===== config.mk =====
export PLATFORM = sky130hd
export DESIGN_NAME = bit64_subtractor
export DESIGN_NICKNAME = d
export VERILOG_FILES = /design/src/rtl/anc_arith_pkg.sv /design/src/rtl/sub_half_stage.sv /design/src/rtl/bit64_subtractor.sv
export SDC_FILE = /design/constraint.sdc
export NUM_CORES = 1
export LEC_CHECK = 0
export CAP_MARGIN = 20
export CELL_PAD_IN_SITES_DETAIL_PLACEMENT = 0
export CELL_PAD_IN_SITES_GLOBAL_PLACEMENT = 1
export CORE_MARGIN = 5
export CORE_UTILIZATION = 35
export DETAILED_ROUTE_END_ITERATION = 10
export HOLD_SLACK_MARGIN = 0.12
export PLACE_DENSITY_LB_ADDON = 0.1
export SLEW_MARGIN = 20
export SYNTH_ARGS = -nofsm -noshare
export SYNTH_HDL_FRONTEND = slang
export SYNTH_SLANG_ARGS = --single-unit

===== constraint.sdc =====
create_clock -name clk -period 7.1 [get_ports clk]
set_clock_uncertainty 0.2 [all_clocks]
set_input_delay 0.71 -clock clk [delete_from_list [all_inputs] [get_ports clk]]
set_output_delay 0.71 -clock clk [all_outputs]
set_load 0.01 [all_outputs]

===== src/rtl/anc_arith_pkg.sv =====
// Shared arithmetic types and limits for the ANC datapath.
package anc_arith_pkg;

    typedef logic signed [63:0] sample64_t;

    localparam sample64_t SAMPLE64_MAX = 64'sh7FFF_FFFF_FFFF_FFFF;
    localparam sample64_t SAMPLE64_MIN = 64'sh8000_0000_0000_0000;

endpackage


===== src/rtl/sub_half_stage.sv =====
// Half-width subtract-with-carry slice: {cout, diff} = a + ~b + cin.
module sub_half_stage #(
    parameter int unsigned HW = 32
) (
    input  logic [HW-1:0] a,
    input  logic [HW-1:0] b,
    input  logic          cin,
    output logic [HW-1:0] diff,
    output logic          cout
);

    always_comb begin
        {cout, diff} = {1'b0, a} + {1'b0, ~b} + {{HW{1'b0}}, cin};
    end

endmodule


===== src/rtl/bit64_subtractor.sv =====
// Two-stage pipelined signed subtractor out1 = in1 - in2 with valid/ready handshakes.
// Define BIT64_SUBTRACTOR_SAT_EN to saturate out1 on signed overflow instead of wrapping.
module bit64_subtractor
    import anc_arith_pkg::*;
#(
    parameter int unsigned W = 64
) (
    input  logic                clk,
    input  logic                rst,
    input  logic                in_valid,
    output logic                in_ready,
    input  logic signed [W-1:0] in1,
    input  logic signed [W-1:0] in2,
    output logic                out_valid,
    input  logic                out_ready,
    output logic signed [W-1:0] out1,
    output logic                ovf
);

    localparam int unsigned H = W / 2;

    logic         s1_valid_q;
    logic [H-1:0] s1_lo_q;
    logic         s1_carry_q;
    logic [H-1:0] s1_a_hi_q;
    logic [H-1:0] s1_b_hi_q;
    logic         out_valid_q;
    logic [W-1:0] out1_q;
    logic         ovf_q;

    logic         s1_adv;
    logic         s2_adv;
    logic [H-1:0] lo_diff;
    logic         lo_cout;
    logic [H-1:0] hi_diff;
    logic         hi_cout;
    logic         wide_msb;
    logic         ovf_d;
    logic [W-1:0] out1_d;

    assign s2_adv   = !out_valid_q || out_ready;
    assign s1_adv   = !s1_valid_q || s2_adv;
    assign in_ready = rst || s1_adv;

    sub_half_stage #(
        .HW (H)
    ) u_lo (
        .a    (in1[H-1:0]),
        .b    (in2[H-1:0]),
        .cin  (1'b1),
        .diff (lo_diff),
        .cout (lo_cout)
    );

    sub_half_stage #(
        .HW (H)
    ) u_hi (
        .a    (s1_a_hi_q),
        .b    (s1_b_hi_q),
        .cin  (s1_carry_q),
        .diff (hi_diff),
        .cout (hi_cout)
    );

`ifdef BIT64_SUBTRACTOR_SAT_EN
    localparam logic [W-1:0] SatMax = W'(SAMPLE64_MAX >>> (64 - W));
    localparam logic [W-1:0] SatMin = W'(SAMPLE64_MIN >>> (64 - W));
`endif

    // wide_msb is the sign of the exact (W+1)-bit difference; it equals in1's sign
    // whenever the operand signs differ, which is the only case ovf can be set.
    always_comb begin
        wide_msb = s1_a_hi_q[H-1] ^ ~s1_b_hi_q[H-1] ^ hi_cout;
        ovf_d    = (s1_a_hi_q[H-1] != s1_b_hi_q[H-1]) && (hi_diff[H-1] != wide_msb);
        out1_d   = {hi_diff, s1_lo_q};
`ifdef BIT64_SUBTRACTOR_SAT_EN
        if (ovf_d) begin
            out1_d = wide_msb ? SatMin : SatMax;
        end
`endif
    end

    always_ff @(posedge clk) begin
        if (rst) begin
            s1_valid_q  <= 1'b0;
            out_valid_q <= 1'b0;
            out1_q      <= '0;
            ovf_q       <= 1'b0;
        end else begin
            if (s1_adv) begin
                s1_valid_q <= in_valid;
                if (in_valid) begin
                    s1_lo_q    <= lo_diff;
                    s1_carry_q <= lo_cout;
                    s1_a_hi_q  <= in1[W-1:H];
                    s1_b_hi_q  <= in2[W-1:H];
                end
            end
            if (s2_adv) begin
                out_valid_q <= s1_valid_q;
                if (s1_valid_q) begin
                    out1_q <= out1_d;
                    ovf_q  <= ovf_d;
                end
            end
        end
    end

    assign out_valid = out_valid_q;
    assign out1      = out1_q;
    assign ovf       = ovf_q;

endmodule


==> results of run 1 <==
## Yosys cell counts (4+ instances only)
master     count
nor2b_1       13
a41oi_1        4
a211oi_1       6
xor2_1        21
o21bai_1       8
nor3_1        10
nor2_1        32
inv_1         79
clkbuf_1      30
and3_1         9
xnor2_1       26
and2_1         6
o21ai_0       30
o21a_1         5
ha_1          63
o21ai_1        5
a21o_1        30
buf_2          6
o2111ai_1      4
o211ai_1       8
or3_1          5
dfxtp_1       67
a31oi_1        8
or4_1          5
nand3_1       28
a21oi_1      109
nand2_1      132
nand4_1       11
nand2b_1      11
edfxtp_1      97
## cell families (layout without fill, tap and decap cells)
| group | Yosys count | in the layout | synth area share [%] |
|---|---|---|---|
| XOR/XNOR | 47 | 47 | 4.68 |
| flip-flops | 164 | 164 | 48.3 |
| AND/OR/NAND/NOR | 272 | 272 | 14.3 |
| buffers and inverters | 119 | 314 | 5.20 |
| adder cells (fa/ha/maj) | 66 | 66 | 9.64 |
| AO/OA/AOI/OAI | 248 | 248 | 17.9 |
| other | 0 | 2 | 0 |
## layout by cell type, fill, tap and decap left out, drive strengths merged, types with 13 or more instances in the layout
master,Yosys,layout
clkdlybuf4s50,0,197
nand2,132,132
a21oi,109,109
edfxtp,97,97
inv,79,86
dfxtp,67,67
ha,63,63
o21ai,36,36
nor2,32,32
a21o,30,30
nand3,28,28
xnor2,26,26
xor2,21,21
clkbuf,33,18
nor2b,13,13
## report_power, final
group	internal [mW]	leakage, nW	switching, mW	total, mW
Clock	0.483	0.290	0.437	0.920
Combinational	0.236	2.93	0.244	0.480
Sequential	1.08	1.46	0.0213	1.10
Total	1.80	4.67	0.703	2.50
## path summary, 6_finish.rpt
| path | start | endpoint | slack (ns) | depth (start not counted) |
|---|---|---|---|---|
| setup / recovery | rst | in_ready | 3.20 | 5 |
| hold / removal | out1[50] | out1[50] | 0.25 | 2 |
| setup reg to reg | s1_b_hi_q[0] | out1[62] | 3.72 | 12 |
| hold reg to reg | out1[50] | out1[50] | 0.25 | 2 |
## worst max-delay path, stage by stage
cell and delay (ns):
buf_2 0.08, buf_4 0.59, clkinv_1 0.70, nand3_1 0.31
clkdlybuf4s50_1 0.58
## sequential cells by signal, indices dropped and copies added (netlist names)
signal,flops
ovf,1
out1,64
s1_lo_q,32
s1_carry_q,1
s1_b_hi_q,32
out_valid,1
s1_a_hi_q,32
s1_valid_q,1
## layout make-up
class / instances / area [sq um]
inverters: 80 / 300
well taps: 330 / 413
clock inverters: 14 / 161
multi-input cells: 633 / 4110
clock buffers: 18 / 439
flip-flops and latches: 164 / 4250
repair buffers: 202 / 2010
diodes: 2 / 5.00
fillers: 2454 / 13300
## routing by layer
layer  vias up  global-route usage, %  wire length [um]
met2       142                   26.2             10900
li1       3624                      -                 -
met3        25                   3.71              1140
met4         2                   4.76               363
met5         -                      0                13
met1      3158                   18.4              9490
## per-stage QoR
step                std cells  util [%]
floorplan                 916         -
finish                   1443      46.8
global placement         1409      44.4
CTS                      1441      46.8
detailed placement       1409      44.4
global route             1442      46.8
==> results.yml, run 1 <==
grt:
  first_global_vias: 6783
  grt_antenna_before_repair: 2
  grt_pass1_wl_mm: 34.4
  overflow: 0
  grt_usage_pct: 15.0
  grt_max_degree: 83
drt:
  ant_nets: 0
  routed_via_density: 4.82
  drc: 0
  firstDrtPassIters: 5
  first_iter_violations: 328
  drt-total-wl_mm: 21.9
  wl_per_cell_um: 15.2
  vias: 6951
floorplanning:
  core_area_sq_um: 25000
  die_width_um: 169
  ios: 199
  rows: 58
  start_util_pct: 35.3
  dieArea_sq_um: 28400
  die_y_um: 169
clocking:
  cts_root_buf: "clkbuf_16"
  cts_tree: "yes"
  clock_latency_ns: 0.43
  ctsResizeCount: 0
  clkSlewWorstSetupHoldPaths_ns: 0.07
  clk_path_buf_depth: 2
  cts_sinks: 164
  post_cts_buffers: 0
  numCtsBuffers: 17
  htree_levels: 4
  hold_buffers: 0
yosys:
  ys_warn_count: 0
  synth.distinct_cells: 59
  synth_top_area_cell: "edfxtp_1"
  syn_area_sq_um: 8800
  ys_seq_elements: 164
  synthesis.instances: 916
  syn_nets: 1114
  async_flop_share_pct: 0
  yosysTopAreaCellShare_pct: 33.1
  synth_edf_count: 97
  synth_area_leaders: "edfxtp_1 (33%), dfxtp_1 (15%), ha_1 (9.0%), a21oi_1 (6.2%), nand2_1 (5.6%)"
  ys.flop_type: "edfxtp_1"
  syn_area_per_cell_sq_um: 9.61
  yosysSeqAreaShare_pct: 48.3
worst_setup_path:
  start_kind: "input pin"
  crit_arrival_ns: 2.99
  critPathRequiredTime_ns: 6.19
  cp_max_fo: 64
  crit_type: "input pin to output port"
  endpoint_kind: "output port"
timing:
  final_max_slew_viol_count: 0
  whs_ns: 0.252
  slew-limit-headroom_pct: 27.8
  fin_ws_ns: 3.20
  max_freq_mhz: 257
  hold_viol: 0
  rsz0062_at_grt: "no"
  setup_tns_ns: 0
  tightest_slew_ns: 1.08
  setup_viol: 0
  min_period_over_period_pct: 54.9
  finalWorstPathRequiredPeriod_ns: 3.90
status:
  status: "completed"
cells_and_area:
  layout-drive-gt1-share_pct: 4.32
  area_growth_pct: 32.8
  final_area_sq_um: 11700
  nets: 1296
job:
  cap_viol_max_count: 0
pwr:
  cellPowerDensity_nw_per_um2: 214
  ir_worst_vdd_mv: 0.168
  p_leak_nw: 4.67
  total_power_mw: 2.50
min_path:
  min_path_type: "flip-flop to flip-flop"
placement:
  place_ws_ns: 2.99
  routabilityCongestion: 0.841
  dp_hpwl_mm: 16.3
  port_buffers: 198
  placed_cell_area_sq_um: 11100
(Power assumes the default switching activity.)
==> inputs of run 2 (changes only) <==
--- a/config.mk
+++ b/config.mk
@@ -9,7 +9,7 @@
 export CELL_PAD_IN_SITES_DETAIL_PLACEMENT = 0
 export CELL_PAD_IN_SITES_GLOBAL_PLACEMENT = 1
 export CORE_MARGIN = 5
-export CORE_UTILIZATION = 35
+export CORE_UTILIZATION = 39
 export DETAILED_ROUTE_END_ITERATION = 10
 export HOLD_SLACK_MARGIN = 0.12
 export PLACE_DENSITY_LB_ADDON = 0.1
==> constraint.sdc (replaced) <==
create_clock -name clk -period 3.9 [get_ports clk]
set_clock_uncertainty 0.2 [all_clocks]
set_input_delay 0.39 -clock clk [delete_from_list [all_inputs] [get_ports clk]]
set_output_delay 0.39 -clock clk [all_outputs]
set_load 0.01 [all_outputs]
==> results.yml, run 2 (synthesis results as in run 1) <==
status:
  status: "completed"
grt:
  grt_antenna_before_repair: 1
  grt_pass1_wl_mm: 34.3
  grt_usage_pct: 16.5
  overflow: 0
  first_global_vias: 6660
  met2_usage_pct: 28.2
  grt-busiest-layer: "met2"
  met3_usage_pct: 3.82
  grt.met1_usage_pct: 20.6
  grt_max_degree: 72
pwr:
  cellPowerDensity_nw_per_um2: 392
  p_leak_nw: 4.70
  ir_worst_vdd_mv: 0.286
  total_power_mw: 4.57
clocking:
  cts_root_buf: "clkbuf_16"
  clock_latency_ns: 0.42
  clkSlewWorstSetupHoldPaths_ns: 0.07
  clk_path_buf_depth: 2
  cts_tree: "yes"
  post_cts_buffers: 0
  hold_buffers: 0
  ctsResizeCount: 0
  htree_levels: 4
  cts_sinks: 164
  numCtsBuffers: 17
placement:
  dp_hpwl_mm: 16.1
  port_buffers: 198
  routabilityCongestion: 0.800
  dp.cells: 1366
  placed_cell_area_sq_um: 11100
  place_ws_ns: 0.0955
cells_and_area:
  area_growth_pct: 32.5
  fin_util_pct: 52.0
  antenna_cells: 0
  layout_common_cells: "clkdlybuf4s50_1 (197), nand2_1 (132), a21oi_1 (108), edfxtp_1 (97), inv_1 (79)"
  final_area_sq_um: 11700
  layout_commonest_cell: "clkdlybuf4s50_1"
  layout-drive-gt1-share_pct: 4.40
  fin_cells: 1398
  nets: 1298
  largest_register_ffs: 64
worst_setup_path:
  r2r_slack_ns: 0.59
  cp_max_fo: 5
  critPathMaxStageDelay_ns: 0.54
  endpoint_kind: "flip-flop"
  crit_buf_inv: 2
  slowest_stage: "or4_1"
  critPathTopFamily: "compound AO/OA/AOI/OAI gates"
  worstPathCellList: "inv_1 -> fa_1 -> inv_1 -> fa_1 -> and2b_1 -> o2111ai_1 -> a211o_1 -> a41o_1 -> o21ai_2 -> a31oi_2 -> or4_1 -> nand3_1"
  start_kind: "flip-flop"
  critPathRequiredTime_ns: 4.06
  crit_type: "flip-flop to flip-flop"
  crit_arrival_ns: 3.47
drt:
  drt-total-wl_mm: 21.4
  routed_via_density: 4.92
  vias: 6884
  wl_per_cell_um: 15.3
  ant_nets: 0
  drc: 0
  first_iter_violations: 345
  firstDrtPassIters: 4
floorplanning:
  die_y_um: 160
  dieArea_sq_um: 25700
  core_area_sq_um: 22400
  start_util_pct: 39.2
  rows: 55
  ios: 199
  die_width_um: 160
job:
  cap_viol_max_count: 0
min_path:
  min_path_type: "flip-flop to flip-flop"
timing:
  fin_ws_ns: 0.593
  min_period_over_period_pct: 84.8
  max_freq_mhz: 302
  tightest_slew_ns: 0.661
  whs_ns: 0.251
  slew-limit-headroom_pct: 55.4
  final_max_slew_viol_count: 0
  hold_viol: 0
  setup_tns_ns: 0
  setup_viol: 0
  rsz0062_at_grt: "no"
  finalWorstPathRequiredPeriod_ns: 3.31
[run 2: changes by cell type in the layout (fill, tap and decap cells not counted), sizes merged]
| cell | change |
|---|---|
| inv | -1 |
| buf | +2 |
| clkbuf | -1 |
| bufinv | +2 |
| diode | -2 |
| clkinvlp | -1 |
| clkinv | +1 |
[run 2: final timing paths]
check | endpoint | from | depth (start not counted)
worst max-delay path | out1[62] | s1_b_hi_q[0] | 12
worst min-delay path | out1[42] | out1[42] | 2
worst max register to register | out1[62] | s1_b_hi_q[0] | 12
worst min register to register | out1[42] | out1[42] | 2
[run 2: worst register-to-register path, cell delays in order (launching register included)]
cell and delay (ns):
edfxtp_1 0.36, inv_1 0.08, fa_1 0.19, inv_1 0.06, fa_1 0.40, and2b_1 0.27, o2111ai_1 0.16, a211o_1 0.32
a41o_1 0.24, o21ai_2 0.18, a31oi_2 0.17, or4_1 0.54, nand3_1 0.09
[run 2: area by class of cell]
class / count / area (sq um)
clock buffers: 17 / 425
clock inverters: 15 / 171
fillers: 2118 / 10800
inverters: 80 / 300
multi-input cells: 633 / 4110
flip-flops and latches: 164 / 4250
well taps: 285 / 357
repair buffers: 204 / 2050
[run 2: per-layer routing]
metal  vias up  wire, um
met1      3113      9460
li1       3613         -
met4         2       340
met3        18       916
met5         -        20
met2       138     10600
[run 2: where the power goes]
group          switching [mW]  internal [mW]
Clock                   0.731          0.965
Combinational           0.441          0.434
Sequential             0.0391           1.96
Total                    1.21           3.36
